$ cat src/rtl/down_timer_pkg.sv
// Shared definitions for the down_timer block: FSM state encoding.
package down_timer_pkg;

    typedef enum logic [1:0] {
        ST_IDLE   = 2'd0,
        ST_RUN    = 2'd1,
        ST_PAUSED = 2'd2,
        ST_DONE   = 2'd3
    } state_t;

endpackage : down_timer_pkg

$ cat src/rtl/down_timer_subtractor.sv
// Ripple-borrow subtractor (diff = a - b - bin) built from full-subtractor cells.
module full_subtractor (
    input  logic a,
    input  logic b,
    input  logic bin,
    output logic diff,
    output logic bout
);
    assign diff = a ^ b ^ bin;
    assign bout = (~a & b) | (~a & bin) | (b & bin);
endmodule : full_subtractor

module ripple_borrow_subtractor #(
    parameter int unsigned WIDTH = 8
) (
    input  logic [WIDTH-1:0] a,
    input  logic [WIDTH-1:0] b,
    input  logic             bin,
    output logic [WIDTH-1:0] diff,
    output logic             bout
);
    logic [WIDTH:0] brw;

    assign brw[0] = bin;

    for (genvar i = 0; i < WIDTH; i++) begin : g_cell
        full_subtractor u_fs (
            .a   (a[i]),
            .b   (b[i]),
            .bin (brw[i]),
            .diff(diff[i]),
            .bout(brw[i+1])
        );
    end

    assign bout = brw[WIDTH];
endmodule : ripple_borrow_subtractor

$ cat src/rtl/down_timer.sv
// Loadable down-counting timer: decrements every PRESCALE clocks while running,
// stops at zero with a one-cycle done pulse.
module down_timer
    import down_timer_pkg::*;
#(
    parameter int unsigned WIDTH    = 8,
    parameter int unsigned PRESCALE = 4
) (
    input  logic             clk,
    input  logic             rst,
    input  logic             load,
    input  logic [WIDTH-1:0] load_val,
    input  logic             start,
    input  logic             pause,
    output logic [WIDTH-1:0] leds,
    output logic             busy,
    output logic             done
);
    localparam int unsigned PW = $clog2(PRESCALE) + 1;

    state_t           state_q, state_d;
    logic [WIDTH-1:0] cnt_q, cnt_d;
    logic [PW-1:0]    presc_q, presc_d;
    logic             busy_d, done_d;
    logic [WIDTH-1:0] cnt_dec;
    logic             dec_borrow;

    ripple_borrow_subtractor #(.WIDTH(WIDTH)) u_dec (
        .a   (cnt_q),
        .b   (WIDTH'(1)),
        .bin (1'b0),
        .diff(cnt_dec),
        .bout(dec_borrow)
    );

    // Next-state logic; priority is load > pause > start (rst handled in the register)
    always_comb begin
        state_d = state_q;
        cnt_d   = cnt_q;
        presc_d = presc_q;
        done_d  = 1'b0;

        if (load) begin
            cnt_d   = load_val;
            presc_d = '0;
            state_d = ST_IDLE;
        end else begin
            unique case (state_q)
                ST_IDLE: begin
                    if (start && (cnt_q != '0)) begin
                        state_d = ST_RUN;
                        presc_d = '0;
                    end
                end
                ST_RUN: begin
                    if (pause) begin
                        state_d = ST_PAUSED;
                    end else if (presc_q == PW'(PRESCALE - 1)) begin
                        presc_d = '0;
                        // A borrow would mean an underflow; clamp so the count never wraps
                        cnt_d   = dec_borrow ? '0 : cnt_dec;
                        if ((cnt_q == WIDTH'(1)) || dec_borrow) begin
                            state_d = ST_DONE;
                            done_d  = 1'b1;
                        end
                    end else begin
                        presc_d = presc_q + PW'(1);
                    end
                end
                ST_PAUSED: begin
                    if (!pause && start) begin
                        state_d = ST_RUN;
                    end
                end
                ST_DONE: begin
                    state_d = ST_DONE;
                end
                default: begin
                    state_d = ST_IDLE;
                end
            endcase
        end

        busy_d = (state_d == ST_RUN) || (state_d == ST_PAUSED);
    end

    always_ff @(posedge clk) begin
        if (rst) begin
            state_q <= ST_IDLE;
            cnt_q   <= '0;
            presc_q <= '0;
            busy    <= 1'b0;
            done    <= 1'b0;
        end else begin
            state_q <= state_d;
            cnt_q   <= cnt_d;
            presc_q <= presc_d;
            busy    <= busy_d;
            done    <= done_d;
        end
    end

    assign leds = cnt_q;

endmodule : down_timer

$ cat config.mk
export PLATFORM = sky130hd
export DESIGN_NAME = down_timer
export DESIGN_NICKNAME = d
export VERILOG_FILES = /design/src/rtl/down_timer_pkg.sv /design/src/rtl/down_timer_subtractor.sv /design/src/rtl/down_timer.sv
export SDC_FILE = /design/constraint.sdc
export NUM_CORES = 1
export LEC_CHECK = 0
export CAP_MARGIN = 40
export CORE_AREA = 2 2 46 48
export DETAILED_ROUTE_END_ITERATION = 16
export DIE_AREA = 0 0 48 50
export PLACE_DENSITY = 0.88
export SYNTH_ARGS = -nofsm -noshare
export SYNTH_HDL_FRONTEND = slang
export SYNTH_SLANG_ARGS = --single-unit
$ cat constraint.sdc
create_clock -name clk -period 3.5 [get_ports clk]
set_input_delay 0.7 -clock clk [delete_from_list [all_inputs] [get_ports clk]]
set_output_delay 0.7 -clock clk [all_outputs]
set_load 0.05 [all_outputs]
==> flow_summary.toml, run 1 <==
[clocking]
cts.reportedPaths.clkPinSlew_ns = 0.09
cts.sinks = 15
clockBufferDepth = 2
htreeDepth = 1
hold_buffers = 0
cts.repair.resized = 0
numCtsBuffers = 3
clk_latency_ns = 0.29
cts_tree = "yes"
post-cts-setup-buffer-count = 0
cts_root_buffer = "clkbuf_4"

[synthesis]
netlist_area_um2 = 947
yosysWarnings = 0
syn-num-nets = 129
yosysMostFrequentCell = "dfxtp_1"
yosysTopAreaCellShare_pct = 31.7
yosys.area.top_type = "dfxtp_1"
synthTopCellsByCount = "dfxtp_1 (15), inv_1 (10), nor3_1 (10)"
synth_seq_cells = 15
synth_cells = 109
yosysSeqAreaShare_pct = 31.7
ys_types = 32
synth.area.top_cells = "dfxtp_1 (32%), ha_1 (9.2%), buf_4 (6.3%)"
synth-edff-count = 0
synth_flop_cell = "dfxtp_1"
avgSynthCellArea_um2 = 8.69
ys_async_sr_fraction_pct = 0

[floorplanning]
die_y_um = 50
start_util_pct = 49.8
core_area_um2 = 1900
core.rowCount = 16
ios = 23
die_w_um = 48
die_area_um2 = 2400

[global_routing]
antenna_found_initial = 0
grt_max_degree = 22
gr-total-overflow = 0
track_usage_pct = 17.8
grt_pass1_wl_mm = 3.09
grt_pass1_vias = 736

[setup_path]
path_buf_inv = 1
cp_top_family = "adder cells"
endpoint_kind = "register"
worstSetupPathType = "register to register"
crit_fanout = 8
path_cells = "inv_1 > ha_1 > ha_1 > ha_1 > ha_1 > ha_1 > nor3b_2 > a311oi_1 > nor4_2 > xnor2_1 > nor2_1"
crit_path_start_kind = "register"
cpMostUsedCell = "ha_1"
crit_arrival_ns = 2.61
cpPeakStageDelay_ns = 0.42
cp_slowest_cell = "dfxtp_1"
crit_required_ns = 3.67

[timing]
skew_ns = 0.00306
whs_ns = 0.444
fin_crit_ns = 2.45
worstMarginPinSlew_ns = 0.544
hold_viol = 0
grt_setup_unrepaired = "false"
slew_headroom_pct = 63.6
slew_viol_final = 0
setup_tns_ns = 0
post-route-period-util_pct = 69.9
fmax_mhz = 409
finalSetupViolCount = 0

[detailed_routing]
dr.first_iter.drc_count = 5
routed.top_layer = "met4"
route.vias.total = 807
via_per_inst = 5.34
drc = 0
drt_pass1_iterations = 5
route.met2.wl_um = 949
drt-met1-wl_um = 799
antenna_left = 0
drt-wirelength-per-cell_um = 12.2
wl_mm = 1.85
wl_met3_um = 77

[placed_design]
dp_hpwl_mm = 1.39
gp_congestion = 0.792
dpl_cell_area_um2 = 1130
port_buffers = 22

[final_layout]
utilization_pct = 61.0
antennaDiodeCount = 0
syn_to_final_growth_pct = 22.5
layout-drive-gt1-share_pct = 10.5
num-nets-final = 145
fin_area_um2 = 1160

[pwr]
power_density_nw_per_um2 = 343
fin_total_pwr_mw = 0.398
p_leak_nw = 0.429
ir_drop_mv = 0.224

[min_path]
min_path_type = "register to register"

[run_status]
status = "finished clean"

[job]
drv_cap = 0
routing by layer:
layer / vias up / track usage (%)
li1: 407 / -
met1: 373 / 21.2
met2: 23 / 29.1
met3: 4 / 3.66
met4: 0 / 8.11
met5: - / 0
report_power, final:
part	internal [mW]	switching (mW)
clock network	0.0425	0.0603
registers	0.179	0.00952
logic	0.0472	0.0596
worst min-delay path, delay by kind of cell (launching register included):
family,cells,cell delay [ns]
flops,1,0.33
simple gates,1,0.05
compound gates,1,0.03
cell type report:
| cell class | count | area [µm²] |
|---|---|---|
| sequential | 15 | 300 |
| clock inverter | 1 | 5.00 |
| tap | 27 | 33.8 |
| fill | 163 | 742 |
| inverter | 10 | 37.5 |
| clock buffer | 3 | 22.5 |
| timing repair buffer | 23 | 228 |
| multi-input combinational | 72 | 533 |
path summary, 6_finish.rpt:
| path | slack (ns) | endpoint | depth (start not counted) | startpoint |
|---|---|---|---|---|
| worst max-delay path | 1.05 | busy$_SDFF_PP0_ | 11 | leds[0]$_SDFFE_PP0P_ |
| worst min-delay path | 0.44 | presc_q[2]$_SDFFE_PP0P_ | 2 | presc_q[2]$_SDFFE_PP0P_ |
| worst max register to register | 1.05 | busy$_SDFF_PP0_ | 11 | leds[0]$_SDFFE_PP0P_ |
| worst min register to register | 0.44 | presc_q[2]$_SDFFE_PP0P_ | 2 | presc_q[2]$_SDFFE_PP0P_ |
sequential cells by signal, indices dropped and copies added (netlist names):
| signal | flops |
|---|---|
| leds | 8 |
| presc_q | 3 |
| state_q | 2 |
| busy | 1 |
| done | 1 |
layout by cell type, fill, tap and decap left out, types with 2 or more instances in the layout:
cell type and count:
or3b_1 2, a21oi_1 5, or2b_1 2, ha_1 7, nor2_1 4, clkbuf_4 3
nand2_1 3, nor4_1 2, o21ai_0 2, inv_1 10, nand2b_1 2, clkdlybuf4s50_1 22
a211oi_1 6, nor2b_1 9, dfxtp_1 15, nor3_1 10, nor3_2 4
cells by family (layout without fill, tap and decap cells):
family | Yosys count | after routing | share of synthesized area, %
AOI/OAI and AO/OA | 20 | 20 | 14.9
DFF | 15 | 15 | 31.7
and+or+nand+nor | 44 | 44 | 31.2
xor gates and xnor gates | 1 | 1 | 0.925
adders and majority gates | 7 | 7 | 9.25
buffers and inverters | 22 | 37 | 12.0
metrics by stage:
step	setup WS, ns	cells
floorplan	1.28	109
global placement	0.966	147
detailed placement	0.901	147
CTS	1.05	151
global route	0.792	151
finish	1.05	151
Note: power is estimated with default switching activity, not from simulation.
==> inputs of run 2 (changes only) <==
- CORE_AREA: 2 2 46 48 -> 2 2 48 50
- DIE_AREA: 0 0 48 50 -> 0 0 50 52
- PLACE_DENSITY: 0.88 -> 0.82
- clock period: 3.5 -> 2.25 ns (I/O delays scaled with it)
==> flow_summary.toml, run 2 (synthesis results as in run 1) <==
[run_status]
status = "finished clean"

[timing]
worstMarginPinSlew_ns = 0.545
fin_crit_ns = 2.16
slew_viol_final = 0
setup_tns_ns = 0
fin_ws_ns = 0.0877
fmax_mhz = 462
hold_viol = 0
slew_headroom_pct = 63.6
grt_setup_unrepaired = "true"
post-route-period-util_pct = 96.1
whs_ns = 0.442
skew_ns = 0.00250
finalSetupViolCount = 0

[setup_path]
crit_path_start_kind = "register"
ff2ff_setup_slack_ns = 0.09
crit_fanout = 2
crit_arrival_ns = 2.32
cp_slowest_cell = "dfxtp_2"
cpPeakStageDelay_ns = 0.33
endpoint_kind = "register"
r2r_start = "leds[1]$_SDFFE_PP0P_"
r2r_cells = 11
worstSetupPathType = "register to register"
crit_required_ns = 2.41
path_buf_inv = 1
path_cells = "inv_1 > ha_2 > ha_1 > ha_1 > ha_1 > ha_1 > nor3b_4 > a311oi_2 > nor4_2 > xnor2_1 > nor2_1"
cpMostUsedCell = "ha_1"
r2r_end = "busy$_SDFF_PP0_"
cp_top_family = "adder cells"
endpoint = "busy$_SDFF_PP0_"
crit_start = "leds[1]$_SDFFE_PP0P_"
cp.depth = 11

[final_layout]
final_cells = 157
multi_input_area_um2 = 563
nFillCells = 182
utilization_pct = 58.5
layout-drive-gt1-share_pct = 17.8
num-nets-final = 150
final_common_cell = "clkdlybuf4s50_1"
syn_to_final_growth_pct = 30.1
regArea_um2 = 302
mostFrequentLayoutCells = "clkdlybuf4s50_1 (22), dfxtp_1 (14), inv_1 (10)"
largest_reg_flops = 8
fin_area_um2 = 1230
antennaDiodeCount = 0

[global_routing]
gr-total-overflow = 0
track_usage_pct = 16.2
antenna_found_initial = 0
grt_max_degree = 21
grt_pass1_vias = 829
grt_pass1_wl_mm = 3.26

[pwr]
power_density_nw_per_um2 = 510
fin_total_pwr_mw = 0.628
p_leak_nw = 0.452
ir_drop_mv = 0.266

[clocking]
clockBufferDepth = 2
cts_root_buffer = "clkbuf_4"
clk_latency_ns = 0.28
hold_buffers = 0
htreeDepth = 1
cts_tree = "yes"
numCtsBuffers = 3
cts.sinks = 15
cts.reportedPaths.clkPinSlew_ns = 0.09

[detailed_routing]
drt_pass1_iterations = 2
route.vias.total = 806
antenna_left = 0
via_per_inst = 5.13
drc = 0
wl_mm = 1.92
drt-wirelength-per-cell_um = 12.2
dr.first_iter.drc_count = 1

[floorplanning]
die_y_um = 52
start_util_pct = 45.0
die_w_um = 50
die_area_um2 = 2600
core.rowCount = 17
ios = 23
core_area_um2 = 2110

[placed_design]
port_buffers = 22
gp_congestion = 0.794
dp_hpwl_mm = 1.40
placed_cells = 153
post-place-ws_ns = -0.00720
dpl_cell_area_um2 = 1170

[job]
drv_cap = 0

[min_path]
min_path_type = "register to register"
[run 2: cell type report]
cell class / instances / share of cell area, %
Clock buffer: 4 / 2.13
Timing Repair Buffer: 28 / 21.8
Inverter: 10 / 3.05
Tap cell: 28 / 2.84
Sequential cell: 15 / 24.5
Multi-Input combinational cell: 72 / 45.7
[run 2: routing by layer]
layer  vias up  wire length, µm  global-route usage, %
met4         0               12                   5.56
met5         -                0                      0
li1        413                -                      -
met3         2               62                   2.87
met2        17              971                   31.4
met1       374              874                   17.4
[run 2: tightest hold or removal path, stage by stage, from the launching register on]
cell	delay, ns
dfxtp_1	0.32
nand2_1	0.05
a21oi_1	0.04
[run 2: power breakdown]
group          leakage (nW)  switching, mW  internal (mW)
clock                0.0150         0.0840         0.0689
sequential            0.123         0.0136          0.279
combinational         0.313         0.0994         0.0838
[run 2: timing repair]
item	4_1_cts	5_1_grt
setup buffers	0	0
gates resized for setup	0	8
setup endpoints to repair	1	9
pin swaps	1	3
[run 2: worst min path at each step]
stage | start | to | slack (ns) | cells after the start
detailed placement | presc_q[2]$_SDFFE_PP0P_ | presc_q[2]$_SDFFE_PP0P_ | 0.43 | 2
global route | presc_q[2]$_SDFFE_PP0P_ | presc_q[2]$_SDFFE_PP0P_ | 0.49 | 2
finish | presc_q[2]$_SDFFE_PP0P_ | presc_q[2]$_SDFFE_PP0P_ | 0.44 | 2
floorplan | presc_q[2]$_SDFFE_PP0P_ | presc_q[2]$_SDFFE_PP0P_ | 0.41 | 2
CTS | presc_q[2]$_SDFFE_PP0P_ | presc_q[2]$_SDFFE_PP0P_ | 0.44 | 2
global placement | presc_q[2]$_SDFFE_PP0P_ | presc_q[2]$_SDFFE_PP0P_ | 0.42 | 2
==> RTL change 1: new RTL, config.mk and constraints of run 2 <==
Put one more register stage on the output `leds`. The value now appears one clock later. The other outputs are not delayed to match.
--- a/src/rtl/down_timer.sv
+++ b/src/rtl/down_timer.sv
@@ -101,5 +101,7 @@
     end
 
-    assign leds = cnt_q;
+    always_ff @(posedge clk) begin
+        leds <= cnt_q;
+    end
 
 endmodule : down_timer
Check against the original RTL: not equivalent (Yosys sat finds a counterexample within 4 cycles, from zero or initial values and one cycle with rst high).
==> RTL change 1 against run 2 <==
Cell count up 5.1%. Area after synthesis increased by 8.3%. Sequential cell count is 8 higher. Highest routed layer unchanged. Power grew 36%. Clock power is 22% higher. Global-route usage grew 0.86 points. Worst setup slack got worse by 35 ps. Core utilization is 10 points higher. Via count increased by 9.4%. Routed wire length increased by 15%. Final area up 18%.
==> RTL change 1: results (changes against run 2) <==
Layout
  – Layout Nets: 158 (+5.3%)
  – Largest regs: cnt_q: 8 flops, leds: 8 flops, presc_q: 3 flops
  – Diode count: 0 (unchanged)
  – Share of cells above drive strength 1: 24.1% (+6.3 points)
  – FILL cells: 160 (-12%)

Worst hold path
  – WHS Endpoint: leds[1]
  – Hold Crit Depth: 0 (-2)
  – Worst hold path class: reg -> reg
  – Hold Path Origin: cnt_q[1]

GRT
  – Pin count of the biggest net entering global routing: 15 (-29%)
  – Met3 usage in global routing: 3.16% (+0.29 points)
  – Number of global-route vias before repair: 793 (-4.3%)
  – GR Util met2: 28.7% (-2.6 points)
  – Gr usage total: 17.1% (+0.86 points)
  – Initial antenna violation count: 0 (unchanged)
  – First-pass GRT wire length: 3370 um (+3.4%)
  – M1 GR Usage: 21.0% (+3.6 points)

Worst setup path
  – Crit Path Max Fanout: 3 (+1)
  – Reg2reg start: cnt_q[1]
  – Crit path DAT: 2390 ps (+70 ps)
  – Capturing point of the worst reg2reg path: busy
  – Reg2Reg Setup Slack: 50 ps (-40 ps)
  – Worst reg2reg path depth: 11 (unchanged)

Timing
  – Post-Route Skew: 2.87 ps (+0.375 ps)
  – WHS: 391 ps (-51.4 ps)
  – Slew HR: 66.9% (+3.4 points)
  – Final Hold Fails: 0 (unchanged)
  – Crit share post-route: 97.7% (+1.6 points)

Run status
  – Status: finished, final reports clean

Routing
  – TritonRoute pass-1 iters: 4 (+2)
  – WL final: 2210 um (+15%)
  – Drt first-iter violations: 10 (+9)
  – Routed vias/inst: 5.35 (+4.1%)

Place
  – Worst slack, placed: -10.3 ps (-3.14 ps)
  – Port bufs: 22 (unchanged)
  – Placer Congestion: 0.789 (-0.64%)
  – Final HPWL DP: 1520 um (+8.2%)

Clock tree
  – Clock Pin Slew Worst Setup and Hold Paths: 120 ps (+30 ps)
  – Clock latency on the worst-skew pair: 300 ps (+20 ps)
  – CTS Buf Count: 3 (unchanged)
  – CTS Buffer Depth: 2 (unchanged)
  – # H-tree levels: 1 (unchanged)
  – Clk root buf: clkbuf_4

Yosys
  – Fraction of registers with async set/reset: 0% (unchanged)
  – Synth Flop Type: dfxtp_1
  – Synthesis Warnings: 0 (unchanged)
  – Post-synth top cells: 23 x dfxtp_1, 14 x nor3_1, 11 x nor2b_1
  – Register area share after synthesis: 44.9% (+13 points)
  – Synth cell types: 28 (-13%)
  – Area contributors post-synth: dfxtp_1 45%, ha_1 8.5%, nor3_1 6.8%
  – Synthesized net count: 124 (-3.9%)

Pwr
  – Internal Power: 0.602 mW (+40%)
  – VDD IR-drop max: 410 uV (+54%)
  – P_leak: 0.526 nW (+17%)
==> RTL change 1: changes by cell type in the layout (fill, tap and decap cells not counted), sizes merged, moves of 2 or more <==
cell | before | now
nand2 | 3 | 5
or2b | 2 | 0
dfxtp | 15 | 23
nand3 | 0 | 2
a21oi | 5 | 1
a211oi | 6 | 8
buf | 6 | 11
nor3b | 1 | 3
a31oi | 1 | 3
nor2b | 9 | 11
inv | 10 | 7
==> RTL change 1: worst max-delay path by stage <==
stage,from,to,depth (start not counted)
2_1_floorplan,cnt_q[1],busy,11
3_3_place_gp,cnt_q[1],busy,11
3_5_place_dp,cnt_q[1],busy,11
4_1_cts,cnt_q[1],busy,11
5_1_grt,cnt_q[0],busy,11
6_report,cnt_q[1],busy,11
==> RTL change 1: final cells by class <==
type / instances / area (um^2) / share of cell area [%]
Inverter: 7 / 26.3 / 1.81
Multi-Input combinational cell: 70 / 592 / 40.8
Sequential cell: 23 / 463 / 31.9
Clock inverter: 1 / 5.00 / 0.345
Clock buffer: 3 / 22.5 / 1.55
Tap cell: 28 / 35.0 / 2.42
Timing Repair Buffer: 33 / 307 / 21.1
==> RTL change 1: worst max-delay path: stages (launching register included) <==
cell and delay (ps):
dfxtp_2 360, inv_2 60, ha_2 180, ha_2 170, ha_2 180, ha_4 130, ha_4 120, nor3b_4 270
a31oi_4 70, a2111oi_4 340, xnor2_1 160, nor2_1 50
==> RTL change 1: power groups by stage <==
stage	clock [mW]	sequential, mW	combinational [mW]
final	0.186	0.447	0.219
after global routing	0.214	0.450	0.234
after CTS	0.193	0.445	0.186
after detailed placement	0	0.454	0.181
after global placement	0	0.453	0.178
after floorplan	0	0.492	0.0713
==> RTL change 1: stage by stage <==
step,area [um^2],utilization (%),instances
2_1_floorplan,1030,-,104
3_3_place_gp,1320,62.6,157
6_report,1450,68.9,165
4_1_cts,1360,64.3,162
5_1_grt,1450,68.9,165
3_5_place_dp,1320,62.6,157
==> RTL change 1: kinds of logic (layout without fill, tap and decap cells) <==
family / after synthesis / count (layout) / share of synthesized area [%]
AND/OR/NAND/NOR: 44 / 44 / 26.5
flip-flops: 23 / 23 / 44.9
AO/OA/AOI/OAI: 17 / 17 / 14.3
buffers and inverters: 11 / 44 / 4.02
adder cells (fa/ha/maj): 7 / 7 / 8.54
XOR/XNOR: 1 / 1 / 0.854
multiplexers: 1 / 1 / 0.976
==> RTL change 1: repair_timing <==
action                     in CTS  in global routing
setup endpoints to repair       1                  8
pin swaps                       1                  7
gates resized for setup         1                 16
buffers inserted                1                  3
==> RTL change 1: per-layer routing <==
layer  wire [um]  up-vias
met5           0        -
met4          12        0
met3          82        2
met2        1150       20
met1         965      420
li1            -      440
==> RTL change 2: new RTL, flow settings as in run 2 <==
Without the edit above. `PRESCALE`: 4 -> 16.
--- a/src/rtl/down_timer.sv
+++ b/src/rtl/down_timer.sv
@@ -5,5 +5,5 @@
 #(
     parameter int unsigned WIDTH    = 8,
-    parameter int unsigned PRESCALE = 4
+    parameter int unsigned PRESCALE = 16
 ) (
     input  logic             clk,
Formal check against the unedited RTL: not equivalent (Yosys sat finds a counterexample within 10 cycles, from zero or initial values and one cycle with rst high).
==> RTL change 2 against run 2 <==
Sequential cell count grew 2. Power grew 6.5%. Sequential power grew 10%. Global-route usage grew 1.8 points. Routed wire length grew 9.0%. Sequential share of layout area grew 1.9 points. Die area is the same. Worst setup slack lost 2.7 ps. Cell count grew 7.6%. Final area grew 5.0%. Clock power grew 8%. Area after synthesis grew 1.6%. Largest cell class unchanged. Largest power group unchanged.
==> RTL change 2: results (changes against run 2) <==
Run status
  – Status: finished, final reports clean

Layout
  – FILL cells: 180 (-1.1%)
  – Clkbuf count: 4 (unchanged)
  – Multi-In Gates: 76 (+5.6%)
  – Diode count: 0 (unchanged)
  – Cell Count, Final, Fillers Out: 169 (+7.6%)
  – ClkCell Share: 2.03% (-0.10 points)
  – Layout Nets: 162 (+8.0%)
  – FF+latch area: 342 um^2 (+13%)
  – Inverters: 8 (-2)
  – Fraction of area in multi-input gates: 41.4% (-4.3 points)
  – Seq cells: 17 (+2)
  – Share of cells above drive strength 1: 18.4% (+0.61 points)
  – Nonclk buf count: 36 (+29%)
  – Non-clk buf share: 25.1% (+3.3 points)

Worst hold path
  – Hold Path Origin: presc_q[4]
  – WHS Endpoint: presc_q[4]
  – Hold Crit Depth: 1 (-1)

Yosys
  – Syn_area_per_cell: 8.51 um^2 (-2.0%)
  – Register area share after synthesis: 35.4% (+3.7 points)
  – Area contributors post-synth: dfxtp_1 35%, ha_1 9.1%, buf_4 6.2%
  – Synth cell types: 34 (+6.3%)
  – Post-synth top cells: 17 x dfxtp_1, 9 x nor2_1, 8 x buf_4, 8 x inv_1
  – Synthesized net count: 133 (+3.1%)

Routing
  – Via count: 910 (+13%)
  – TritonRoute pass-1 iters: 4 (+2)
  – Drt first-iter violations: 13 (+12)
  – WL per Instance: 12.4 um (+1.2%)

Worst setup path
  – Crit path DAT: 2360 ps (+40 ps)
  – Reg2reg start: leds[0]
  – Crit Path Max Fanout: 2 (unchanged)
  – Worst setup startpoint: leds[0]

GRT
  – Gr usage total: 18.0% (+1.8 points)
  – Number of global-route vias before repair: 919 (+11%)
  – First-pass GRT wire length: 3570 um (+9.5%)
  – Pin count of the biggest net entering global routing: 13 (-38%)

Place
  – Port bufs: 22 (unchanged)
  – Post-placement cell count: 164 (+7.2%)
  – Placed cell area: 1230 um^2 (+5.2%)
  – Placer Congestion: 0.742 (-6.6%)
  – Final HPWL DP: 1570 um (+12%)

Clock tree
  – CTS Buffer Depth: 2 (unchanged)
  – Clock Pin Slew Worst Setup and Hold Paths: 110 ps (+20 ps)
  – Clock latency on the worst-skew pair: 300 ps (+20 ps)

Pwr
  – VDD IR-drop max: 352 uV (+32%)
  – P_leak: 0.506 nW (+12%)

Timing
  – Post-Route Skew: 13.2 ps (+10.7 ps)
  – Slew HR: 61.7% (-1.8 points)
## RTL change 2: cell count changes after synthesis, sizes merged, moves of 4 or more
cell	change
o22ai	+5
nor2	+5
a22oi	+7
nand2	+4
nor3	-11
a211oi	-6
nor2b	-5
## RTL change 2: per-stage QoR
stage	utilization, %	worst slack (ps)	hold slack [ps]	total power [mW]
final	61.4	85.0	477	0.669
after global routing	61.4	-7.81	498	0.704
after CTS	60.2	13.1	478	0.670
after detailed placement	58.5	-98.0	465	0.505
after global placement	58.5	-44.1	448	0.500
after floorplan	-	57.3	441	0.443
## RTL change 2: cell families (layout without fill, tap and decap cells)
kind of cell	count (synthesis)	after routing	share of synthesized area (%)
adder cells (fa/ha/maj)	7	7	9.10
XOR/XNOR	1	1	0.910
buffers and inverters	20	48	11.7
AND/OR/NAND/NOR	40	40	23.0
flip-flops	17	17	35.4
AO/OA/AOI/OAI	28	28	19.9
## RTL change 2: worst max-delay path, cell delays in order (launching register included)
cell and delay [ps]:
dfxtp_1 350, inv_1 50, ha_2 170, ha_1 200
ha_2 190, ha_2 180, ha_1 200, nor3b_2 160
a311oi_2 310, nor3_2 70, xnor2_1 140, nor2_1 60
## RTL change 2: layer usage
layer	routed length (um)	GRT usage, %	up-vias
met5	0	0	-
met4	34	7.41	0
met3	103	4.02	5
met2	1070	34.2	26
met1	887	18.9	427
li1	-	-	452
## RTL change 2: power breakdown
part           switching [mW]  total [mW]  internal (mW)
Clock                  0.0970       0.166         0.0689
Combinational          0.0921       0.182         0.0897
Sequential            0.00984       0.322          0.312
Total                   0.199       0.669          0.470
## RTL change 2: timing repair
item                                    in CTS  in global routing
buffers inserted                             0                  1
endpoints found under the setup margin       7                  1
resized for setup                            5                  4
pin swaps                                    3                  3
